`config.mk`:
```
export PLATFORM = sky130hd
export DESIGN_NAME = multi_channel_synchronizer
export DESIGN_NICKNAME = d
export VERILOG_FILES = /design/src/rtl/multi_channel_synchronizer.sv
export SDC_FILE = /design/constraint.sdc
export NUM_CORES = 1
export LEC_CHECK = 0
export CAP_MARGIN = 40
export CORE_MARGIN = 4
export CORE_UTILIZATION = 40
export DETAILED_ROUTE_END_ITERATION = 8
export PLACE_DENSITY_LB_ADDON = 0.25
export SETUP_SLACK_MARGIN = 0.05
export SLEW_MARGIN = 10
export SYNTH_ARGS = -nofsm -noshare
export SYNTH_HDL_FRONTEND = slang
export SYNTH_SLANG_ARGS = --single-unit
export TNS_END_PERCENT = 50
```
`constraint.sdc`:
```
create_clock -name clk -period 0.8 [get_ports clk]
set_input_delay 0.08 -clock clk [delete_from_list [all_inputs] [get_ports clk]]
set_output_delay 0.08 -clock clk [all_outputs]
set_load 0.005 [all_outputs]
```
`src/rtl/multi_channel_synchronizer.sv`:
```
// Multi-channel single-bit CDC synchronizer with registered rise/fall pulses.
// Define SYNC_GLITCH_FILTER_EN to add per-channel stability filtering before level_out.
`timescale 1ns/1ps
module multi_channel_synchronizer #(
    parameter int NUM_CH     = 4,
    parameter int STAGES     = 2,
    parameter int FILTER_LEN = 4,
    parameter int CNT_W      = $clog2(FILTER_LEN + 1)
) (
    input  logic              clk,
    input  logic              rst,
    input  logic [NUM_CH-1:0] data_in,
    output logic [NUM_CH-1:0] level_out,
    output logic [NUM_CH-1:0] rise_out,
    output logic [NUM_CH-1:0] fall_out
);

    if (NUM_CH < 1 || STAGES < 2 || FILTER_LEN < 1 || CNT_W < $clog2(FILTER_LEN + 1)) begin : g_bad_param
        $error("multi_channel_synchronizer: illegal parameter combination");
    end

    (* ASYNC_REG = "TRUE" *) logic [NUM_CH-1:0] sync_q [STAGES];
    logic [NUM_CH-1:0] sync_last;
    logic [NUM_CH-1:0] level_q, level_d;
    logic [NUM_CH-1:0] rise_q, fall_q;

    always_ff @(posedge clk) begin
        if (rst) begin
            for (int i = 0; i < STAGES; i++) sync_q[i] <= '0;
        end else begin
            sync_q[0] <= data_in;
            for (int i = 1; i < STAGES; i++) sync_q[i] <= sync_q[i-1];
        end
    end

    assign sync_last = sync_q[STAGES-1];

`ifdef SYNC_GLITCH_FILTER_EN
    logic [CNT_W-1:0] cnt_q [NUM_CH];
    logic [CNT_W-1:0] cnt_d [NUM_CH];

    // A channel only adopts sync_last after it has differed from level_q for FILTER_LEN cycles.
    always_comb begin
        level_d = level_q;
        for (int c = 0; c < NUM_CH; c++) begin
            cnt_d[c] = cnt_q[c];
            if (sync_last[c] == level_q[c]) begin
                cnt_d[c] = '0;
            end else if (cnt_q[c] == CNT_W'(FILTER_LEN - 1)) begin
                level_d[c] = sync_last[c];
                cnt_d[c]   = '0;
            end else begin
                cnt_d[c] = cnt_q[c] + CNT_W'(1);
            end
        end
    end

    always_ff @(posedge clk) begin
        if (rst) begin
            for (int c = 0; c < NUM_CH; c++) cnt_q[c] <= '0;
        end else begin
            for (int c = 0; c < NUM_CH; c++) cnt_q[c] <= cnt_d[c];
        end
    end
`else
    always_comb begin
        level_d = sync_last;
    end
`endif

    // Pulses are registered with level_q so they land on the first cycle of the new level.
    always_ff @(posedge clk) begin
        if (rst) begin
            level_q <= '0;
            rise_q  <= '0;
            fall_q  <= '0;
        end else begin
            level_q <= level_d;
            rise_q  <= level_d & ~level_q;
            fall_q  <= ~level_d & level_q;
        end
    end

    assign level_out = level_q;
    assign rise_out  = rise_q;
    assign fall_out  = fall_q;

endmodule

```
== Word level (Yosys, flattened, before mapping) ==
Memory sizes are Yosys's and may differ from the RTL's.
Cells that the tools add are included.

* Multipliers: 0
* Divide/modulo/power cells: 0
* Shift-type cells: 0
* Equal/unequal tests: 0
* Multiplexer cells: 5
* Reductions and logical operators: 0
* Bitwise operators: 6
* Order comparisons: 0
* Add/subtract/negate cells: 0

{| class="wikitable"
|+ Operators with widths
! cell !! count
|-
| 4-bit AND || 2
|-
| 4-bit two-way mux || 2
|-
| 4-bit inverter || 2
|-
| 1-bit two-way mux || 3
|-
| 1-bit bitwise OR || 2
|}

* Bits in writable memories: 8
* Register bits after elaboration: 12
* Output and inout port bits: 12
* Logic and storage cells: 15
* Bits of input ports: 6
* Latch bits: 0
* Memory bits (read-only): 0
* Memories kept: 1

{| class="wikitable"
|+ Memories
! name !! depth !! width !! read ports !! clocked after memory_dff !! wr ports !! RTL line !! RTL
|-
| sync_q || 2 || 4 || 2 || 0 || 2 || 22 || <nowiki>(* ASYNC_REG = "TRUE" *) logic [NUM_CH-1:0] sync_q [STAGES];</nowiki>
|}

== Longest topological paths before layout ==
Gate-level depths: netlist of run 1.

* Depth in word-level cells: 3
* Gate-level depth with buffers: 2
* Mapped depth without buffers: 1

== Worst setup path after synthesis of run 1 ==
OpenSTA, ideal clock, no wires.

* Path type: register -> register
* From: reg level_q[0] (netlist: level_out[0])
* To: reg fall_q[0] (netlist: fall_out[0])
* Data arrival time: 454 ps
* Required time: 685 ps
* Library setup time: 115 ps
* Buffers on the path: 0
* Stages on the path, launching flop included: 2
* Clock period less this slack: 570 ps
* Path slack: 230 ps
* Path through: dfxtp_1 nor3b_2

* Longest elaborated chain between the ends: 1

{| class="wikitable"
|+ Ends and longest elaborated chain
! item !! RTL line !! RTL
|-
| start, declared || 24 || <nowiki>logic [NUM_CH-1:0] level_q, level_d;</nowiki>
|-
| start signal, assigned || 78 || <nowiki>level_q <= level_d;</nowiki>
|-
| 4-bit AND || 80 || <nowiki>fall_q <= ~level_d & level_q;</nowiki>
|-
| end signal, assigned || 80 ||
|-
| end, declared || 25 || <nowiki>logic [NUM_CH-1:0] rise_q, fall_q;</nowiki>
|}

No other way between the ends.
A chain may end at the register's enable or synchronous reset.

== Final worst setup path of run 1 ==
* From: reg level_q[3] (netlist: level_out[3])
* To: out level_out[3]

{| class="wikitable"
|+ RTL lines
! item !! RTL line !! RTL
|-
| end, declared || 13 || <nowiki>output logic [NUM_CH-1:0] level_out,</nowiki>
|}

No word-level cell between the ends.

==> results of run 1 <==
layer usage:
metal | GRT usage | share of wire
met1 | 0.110 | 0.43
met2 | 0.123 | 0.46
met3 | 0.0460 | 0.11
met4 | 0.0663 | 0
met5 | 0 | 0
stage by stage:
step | instances | TNS, ns | hold WS, ns
final | 82 | -0.0541 | 0.353
after global routing | 82 | -0.486 | 0.330
after floorplan | 42 | 0 | 0.209
after detailed placement | 77 | -3.85 | 0.424
after global placement | 77 | -3.59 | 0.418
after CTS | 82 | -0.167 | 0.345
path summary, 6_finish.rpt:
| path | startpoint | end | slack [ns] | depth (start not counted) |
|---|---|---|---|---|
| worst max-delay path | level_out[3] | level_out[3] | -0.01 | 1 |
| worst min-delay path | data_in[1] | sync_q[0][1] | 0.35 | 2 |
| worst max register to register | level_out[3] | fall_out[3] | 0.01 | 3 |
| worst min register to register | sync_q[0][0] | sync_q[0][4] | 0.44 | 1 |
Yosys cell counts:
library cell	n	share of area
nor3b_2	8	0.16
buf_6	1	0.018
nor2b_1	2	0.020
dfxtp_1	20	0.65
nor2b_2	10	0.14
buf_4	1	0.012
report_power, final:
part	leakage, nW	total (mW)	switching, mW	internal [mW]
clock	0.0210	0.554	0.277	0.277
sequential	0.166	1.04	0.0128	1.03
combinational	0.185	0.119	0.0412	0.0780
total	0.372	1.71	0.330	1.38
final cells by class:
| class | instances | area, um2 | share of cell area |
|---|---|---|---|
| Sequential cell | 20 | 407 | 0.481 |
| Clock buffer | 4 | 36.3 | 0.0429 |
| Tap cell | 15 | 18.8 | 0.0222 |
| Multi-Input combinational cell | 20 | 200 | 0.237 |
| Timing Repair Buffer | 23 | 184 | 0.217 |
logic make-up after synthesis:
group,after synthesis,synth area share
buf+inv,2,0.0303
simple gates,20,0.323
flops,20,0.646
what timing repair did:
action | CTS | global route
endpoints found under the setup margin | 12 | 14
resized for setup | 55 | 1
buffers inserted | 1 | 0
pin swaps | 1 | 1
gates cloned | 0 | 0
state kept, by name, indices dropped and copies added, names as in the netlist:
signal     cells
fall_out       4
level_out      4
sync_q         8
rise_out       4
==> results.sh, run 1 <==
export IMPL_violations="setup timing"
export IMPL_htree_num_levels=1
export IMPL_fp_dieW_um=47.4
export IMPL_cp_cell_sequence="buf_2"
export IMPL_place_worst_setup_slack_ns=-0.165
export IMPL_portBuffers=17
export IMPL_syn_avg_cell_area_um2=14.7
export IMPL_postCtsHoldBufs=0
export IMPL_cp_slowest_stage_delay_ns=0.33
export IMPL_design_area_um2=846
export IMPL_placed_area_um2=840
export IMPL_overflow=0
export IMPL_core_region_area_um2=1380
export IMPL_synth_seq_cells=20
export IMPL_slew_headroom=0.915
export IMPL_syn_to_final_growth_pct=36.6
export IMPL_first_iter_violations=1
export IMPL_vias=363
export IMPL_cp_slowest_cell="dfxtp_2"
export IMPL_clock_skew_ns=0.00167
export IMPL_critPathRequiredTime_ns=0.72
export IMPL_synth_warnings=0
export IMPL_grt_max_degree=21
export IMPL_initial_core_util=0.448
export IMPL_p_per_area_nw_per_um2=2030
export IMPL_final_util=0.612
export IMPL_syn_nets=48
export IMPL_critPathBufInv=1
export IMPL_synth_cell_types=6
export IMPL_setup_slack_ns=-0.0128
export IMPL_worstSkewPairLatency_ns=0.29
export IMPL_final_cell_mix="dfxtp_1 (15), nor2b_2 (10), buf_2 (10)"
export IMPL_setup_violations=5
export IMPL_final_common_cell="dfxtp_1"
export IMPL_io_pins=18
export IMPL_p_leak_nw=0.372
export IMPL_tightest_slew_ns=0.127
export IMPL_grt_pass1_wl_um=1350
export IMPL_maxSlewViolCount=0
export IMPL_worstSetupPathType="flip-flop to primary output"
export IMPL_die_y_um=47.4
export IMPL_clk_pin_slew_ns=0.10
export IMPL_place_congestion=0.593
export IMPL_clk_path_buf_depth=2
export IMPL_fmax_mhz=1230
export IMPL_vdd_drop_max_mv=1.04
export IMPL_hold_viol_final=0
export IMPL_grt_usage=0.0911
export IMPL_syn_inst=42
export IMPL_critical_path_max_fanout=2
export IMPL_drive_gt1_frac=0.672
export IMPL_core_rowCount=13
export IMPL_min_path_type="input port to flip-flop"
export IMPL_maxCapViolCount=0
export IMPL_path_delay_family="flip-flops"
export IMPL_insertedDiodeCount=0
export IMPL_clkSinkCount=20
export IMPL_status="complete, but fails checks"
export IMPL_drc=0
export IMPL_wl_per_cell_um=10.4
export IMPL_fin_crit_ns=0.813
export IMPL_nFillCells=117
export IMPL_antenna_found_initial=0
export IMPL_start_kind="flip-flop"
export IMPL_postRouteAntennaNets=0
export IMPL_grt_pass1_vias=298
export IMPL_synth_area_um2=619
export IMPL_final_nets=74
export IMPL_cts_made_buffers=3
export IMPL_root_buffer="clkbuf_4"
export IMPL_total_power_mw=1.71
export IMPL_cp_arrival_ns=0.73
export IMPL_hpwl_um=623
export IMPL_fin_crit_sh=1.02
export IMPL_routed_via_density=4.43
export IMPL_die_area_um2=2240
export IMPL_first_pass_iters=2
export IMPL_grt_setup_unrepaired="true"
export IMPL_cp_end_kind="primary output"
export IMPL_routed_wl_um=856
export IMPL_cts_tree="done"
export IMPL_seq_area_frac_synth=0.646
(Power assumes the default switching activity.)
==> run 2: changes to the inputs <==
--- a/config.mk
+++ b/config.mk
@@ -6,10 +6,12 @@
 export NUM_CORES = 1
 export LEC_CHECK = 0
 export CAP_MARGIN = 40
+export CELL_PAD_IN_SITES_DETAIL_PLACEMENT = 1
+export CELL_PAD_IN_SITES_GLOBAL_PLACEMENT = 1
 export CORE_MARGIN = 4
-export CORE_UTILIZATION = 40
+export CORE_UTILIZATION = 35
 export DETAILED_ROUTE_END_ITERATION = 8
-export PLACE_DENSITY_LB_ADDON = 0.25
+export PLACE_DENSITY = 0.72
 export SETUP_SLACK_MARGIN = 0.05
 export SLEW_MARGIN = 10
 export SYNTH_ARGS = -nofsm -noshare
==> results.sh, run 2 (synthesis gave the netlist of run 1 again) <==
export IMPL_fin_crit_ns=0.827
export IMPL_hpwl_um=705
export IMPL_worstSetupPathType="flip-flop to primary output"
export IMPL_antenna_found_initial=0
export IMPL_violations="setup timing"
export IMPL_core_rowCount=14
export IMPL_fp_dieW_um=50.1
export IMPL_registers_top_by_ff_count="sync_q"
export IMPL_largest_register_ffs=8
export IMPL_routed_via_density=4.10
export IMPL_final_cell_mix="dfxtp_1 (14), nor2b_2 (10), buf_2 (10)"
export IMPL_root_buffer="clkbuf_4"
export IMPL_status="complete, but fails checks"
export IMPL_hold_viol_final=0
export IMPL_postRouteAntennaNets=0
export IMPL_cp_cell_sequence="buf_2"
export IMPL_critPathBufInv=1
export IMPL_core_region_area_um2=1590
export IMPL_cp_slowest_cell="dfxtp_2"
export IMPL_initial_core_util=0.389
export IMPL_vdd_drop_max_mv=1.33
export IMPL_clk_pin_slew_ns=0.11
export IMPL_fin_crit_sh=1.03
export IMPL_cp_slowest_stage_delay_ns=0.34
export IMPL_io_pins=18
export IMPL_clk_path_buf_depth=2
export IMPL_hold_slack_ns=0.347
export IMPL_path_delay_family="flip-flops"
export IMPL_grt_usage=0.0864
export IMPL_p_leak_nw=0.374
export IMPL_insertedDiodeCount=0
export IMPL_post_cts_setup_buffers=0
export IMPL_setup_slack_ns=-0.0274
export IMPL_critPathRequiredTime_ns=0.72
export IMPL_cts_tree="done"
export IMPL_maxCapViolCount=0
export IMPL_cts_made_buffers=3
export IMPL_final_nets=74
export IMPL_total_power_mw=1.96
export IMPL_tightest_slew_ns=0.165
export IMPL_min_path_type="input port to flip-flop"
export IMPL_place_worst_setup_slack_ns=-0.165
export IMPL_wl_per_cell_um=10.4
export IMPL_die_area_um2=2510
export IMPL_p_per_area_nw_per_um2=2260
export IMPL_fmax_mhz=1210
export IMPL_grt_setup_unrepaired="true"
export IMPL_grt_max_degree=13
export IMPL_maxSlewViolCount=0
export IMPL_portBuffers=17
export IMPL_clkSinkCount=20
export IMPL_grt_pass1_vias=359
export IMPL_overflow=0
export IMPL_setup_violations=5
export IMPL_cp_end_kind="primary output"
export IMPL_syn_to_final_growth_pct=39.6
export IMPL_worstSkewPairLatency_ns=0.29
export IMPL_place_congestion=0.623
export IMPL_cp_arrival_ns=0.75
export IMPL_drive_gt1_frac=0.687
export IMPL_htree_num_levels=1
export IMPL_slew_headroom=0.890
export IMPL_die_y_um=50.1
export IMPL_grt_pass1_wl_um=1640
export IMPL_clock_skew_ns=0.00662
export IMPL_start_kind="flip-flop"
export IMPL_final_common_cell="dfxtp_1"
export IMPL_first_pass_iters=4
export IMPL_routed_wl_um=942
export IMPL_vias=373
export IMPL_critical_path_max_fanout=2
export IMPL_first_iter_violations=4
export IMPL_setup_tns_ns=-0.0730
export IMPL_drc=0
-- run 2: layout make-up --
cell class,instances,area [um2]
Timing Repair Buffer,23,168
Sequential cell,20,408
Tap cell,24,30.0
Multi-Input combinational cell,20,206
Fill cell,163,729
Clock buffer,3,22.5
Clock inverter,1,30.0
-- run 2: routing by layer --
metal | GRT usage | up-vias | routed length [um]
met1 | 0.0952 | 176 | 391
met4 | 0.0138 | 0 | 0
li1 | - | 183 | -
met2 | 0.154 | 14 | 461
met5 | 0 | - | 0
met3 | 0.0361 | 0 | 89
-- run 2: stage by stage --
stage          instance area [um2]  instances  utilization
6_report                       865         91        0.542
4_1_cts                        851         91        0.534
2_1_floorplan                  619         42            -
5_1_grt                        865         91        0.542
3_3_place_gp                   846         87        0.531
3_5_place_dp                   846         87        0.531
-- run 2: report_power, final --
group / total [mW] / switching [mW] / internal [mW] / leakage [nW]
logic: 0.116 / 0.0424 / 0.0739 / 0.179
registers: 1.04 / 0.0134 / 1.03 / 0.166
clock network: 0.798 / 0.293 / 0.506 / 0.0279
total: 1.96 / 0.348 / 1.61 / 0.374
-- run 2: final timing paths --
| path | start | end | slack, ns | cells after the start |
|---|---|---|---|---|
| setup / recovery | level_out[2] | level_out[2] | -0.03 | 1 |
| hold / removal | data_in[0] | sync_q[0][0] | 0.35 | 2 |
| setup reg to reg | level_out[2] | fall_out[2] | 0.08 | 2 |
| hold reg to reg | sync_q[0][1] | sync_q[0][5] | 0.45 | 1 |
-- run 2: repair_timing --
item                                    4_1_cts  5_1_grt
gates cloned                                  0        0
hold endpoints to repair                      0        0
endpoints found under the setup margin       12       13
hold buffers                                  0        0
pin swaps                                     0        1
resized for setup                            54        3
==> run 3: changes to the inputs <==
--- a/config.mk
+++ b/config.mk
@@ -11,9 +11,9 @@
 export CORE_MARGIN = 4
 export CORE_UTILIZATION = 35
 export DETAILED_ROUTE_END_ITERATION = 8
-export PLACE_DENSITY = 0.72
+export PLACE_DENSITY_LB_ADDON = 0.1
 export SETUP_SLACK_MARGIN = 0.05
-export SLEW_MARGIN = 10
+export SLEW_MARGIN = 5
 export SYNTH_ARGS = -nofsm -noshare
 export SYNTH_HDL_FRONTEND = slang
 export SYNTH_SLANG_ARGS = --single-unit
==> results.sh, run 3 (synthesis gave the netlist of run 1 again) <==
export IMPL_status="complete, but fails checks"
export IMPL_violations="setup timing"
export IMPL_io_pins=18
export IMPL_rrSetupSlack_ns=-0.01
export IMPL_grt_pass1_wl_um=1790
export IMPL_fmax_mhz=1220
export IMPL_cts_tree="done"
export IMPL_portBuffers=17
export IMPL_cp_cell_sequence="buf_6"
export IMPL_initial_core_util=0.389
export IMPL_routed_wl_um=1040
export IMPL_vias=375
export IMPL_cp_end_kind="primary output"
export IMPL_maxCapViolCount=0
export IMPL_cp_slowest_cell="dfxtp_2"
export IMPL_postRouteAntennaNets=0
export IMPL_nFillCells=167
export IMPL_setup_worst_path_end="level_out[0]"
export IMPL_critical_path_max_fanout=2
export IMPL_crit_start="level_out[0]"
export IMPL_insertedDiodeCount=0
export IMPL_overflow=0
export IMPL_setup_slack_ns=-0.0224
export IMPL_first_iter_violations=1
export IMPL_whs_path_depth=2
export IMPL_final_nets=74
export IMPL_slew_headroom=0.901
export IMPL_cp_slowest_stage_delay_ns=0.34
export IMPL_drc=0
export IMPL_cts_made_buffers=3
export IMPL_place_congestion=0.680
export IMPL_drive_gt1_frac=0.716
export IMPL_largest_register_ffs=8
export IMPL_worstSkewPairLatency_ns=0.29
export IMPL_syn_to_final_growth_pct=43.0
export IMPL_antenna_found_initial=0
export IMPL_setup_tns_ns=-0.104
export IMPL_hold_viol_final=0
export IMPL_clock_skew_ns=0.00489
export IMPL_rr_endpoint="fall_out[2]"
export IMPL_die_y_um=50.1
export IMPL_core_region_area_um2=1590
export IMPL_grt_usage=0.0960
export IMPL_grt_pass1_vias=400
export IMPL_vdd_drop_max_mv=1.27
export IMPL_maxSlewViolCount=0
export IMPL_cp_depth=1
export IMPL_clk_pin_slew_ns=0.10
export IMPL_htree_num_levels=1
export IMPL_hpwl_um=826
export IMPL_min_path_type="input port to flip-flop"
export IMPL_wl_per_cell_um=11.4
export IMPL_p_leak_nw=0.376
export IMPL_fin_crit_ns=0.822
export IMPL_setup_violations=9
export IMPL_final_cell_mix="dfxtp_1 (12), nor2b_2 (10), dfxtp_2 (8)"
export IMPL_tightest_slew_ns=0.148
export IMPL_rr_startpoint="level_out[2]"
export IMPL_fp_dieW_um=50.1
export IMPL_clkSinkCount=20
export IMPL_reg2reg_depth=3
export IMPL_clk_path_buf_depth=2
export IMPL_cp_arrival_ns=0.74
export IMPL_path_delay_family="flip-flops"
export IMPL_core_rowCount=14
export IMPL_registers_top_by_ff_count="sync_q"
export IMPL_final_common_cell="dfxtp_1"
export IMPL_start_kind="flip-flop"
export IMPL_first_pass_iters=4
export IMPL_fin_crit_sh=1.03
export IMPL_p_per_area_nw_per_um2=1950
export IMPL_routed_via_density=4.12
export IMPL_grt_max_degree=21
export IMPL_worstSetupPathType="flip-flop to primary output"
export IMPL_root_buffer="clkbuf_4"
export IMPL_grt_setup_unrepaired="true"
export IMPL_critPathBufInv=1
export IMPL_die_area_um2=2510
export IMPL_critPathRequiredTime_ns=0.72
export IMPL_final_util=0.556
-- run 3: cell count changes in the layout (fill, tap and decap cells not counted), sizes merged --
cell | previous run | this run
clkbuf | 3 | 4
bufinv | 1 | 0
-- run 3: per-layer routing --
layer,track usage,vias to the layer above,wire length (um)
met1,0.0994,176,376
met4,0.0553,0,16
met5,0,-,0
met2,0.167,15,571
li1,-,182,-
met3,0.0301,2,74
-- run 3: where the power goes --
part	switching, mW	total, mW	internal (mW)
combinational	0.0442	0.127	0.0824
sequential	0.0152	1.04	1.03
clock	0.280	0.557	0.277
-- run 3: layout make-up --
type                            instances  area [um2]  share of cell area
Clock buffer                            4        36.3              0.0410
Multi-Input combinational cell         20         206               0.233
Sequential cell                        20         410               0.463
Timing Repair Buffer                   23         203               0.229
Tap cell                               24        30.0              0.0339
-- run 3: worst min-delay path by stage --
stage	startpoint	to	slack, ns
floorplan	data_in[0]	sync_q[0][0]	0.21
global placement	sync_q[0][0]	sync_q[0][4]	0.42
detailed placement	sync_q[0][1]	sync_q[0][5]	0.43
CTS	data_in[2]	sync_q[0][2]	0.34
global route	data_in[2]	sync_q[0][2]	0.33
finish	data_in[2]	sync_q[0][2]	0.35
-- run 3: timing repair --
item,4_1_cts,5_1_grt
pin swaps,1,1
setup buffers,1,0
hold buffers,0,0
cloned,0,0
resized for setup,57,6
endpoints found under the setup margin,12,15
-- run 3: metrics by stage --
| stage | hold WS, ns | instance area, um2 | setup slack [ns] | power [mW] | std cells |
|---|---|---|---|---|---|
| after CTS | 0.340 | 853 | -0.0464 | 1.76 | 91 |
| after floorplan | 0.209 | 619 | 0.230 | 1.12 | 42 |
| after detailed placement | 0.428 | 851 | -0.163 | 1.20 | 86 |
| after global routing | 0.334 | 886 | -0.0760 | 1.83 | 91 |
| final | 0.352 | 886 | -0.0224 | 1.73 | 91 |
| after global placement | 0.418 | 851 | -0.140 | 1.19 | 86 |
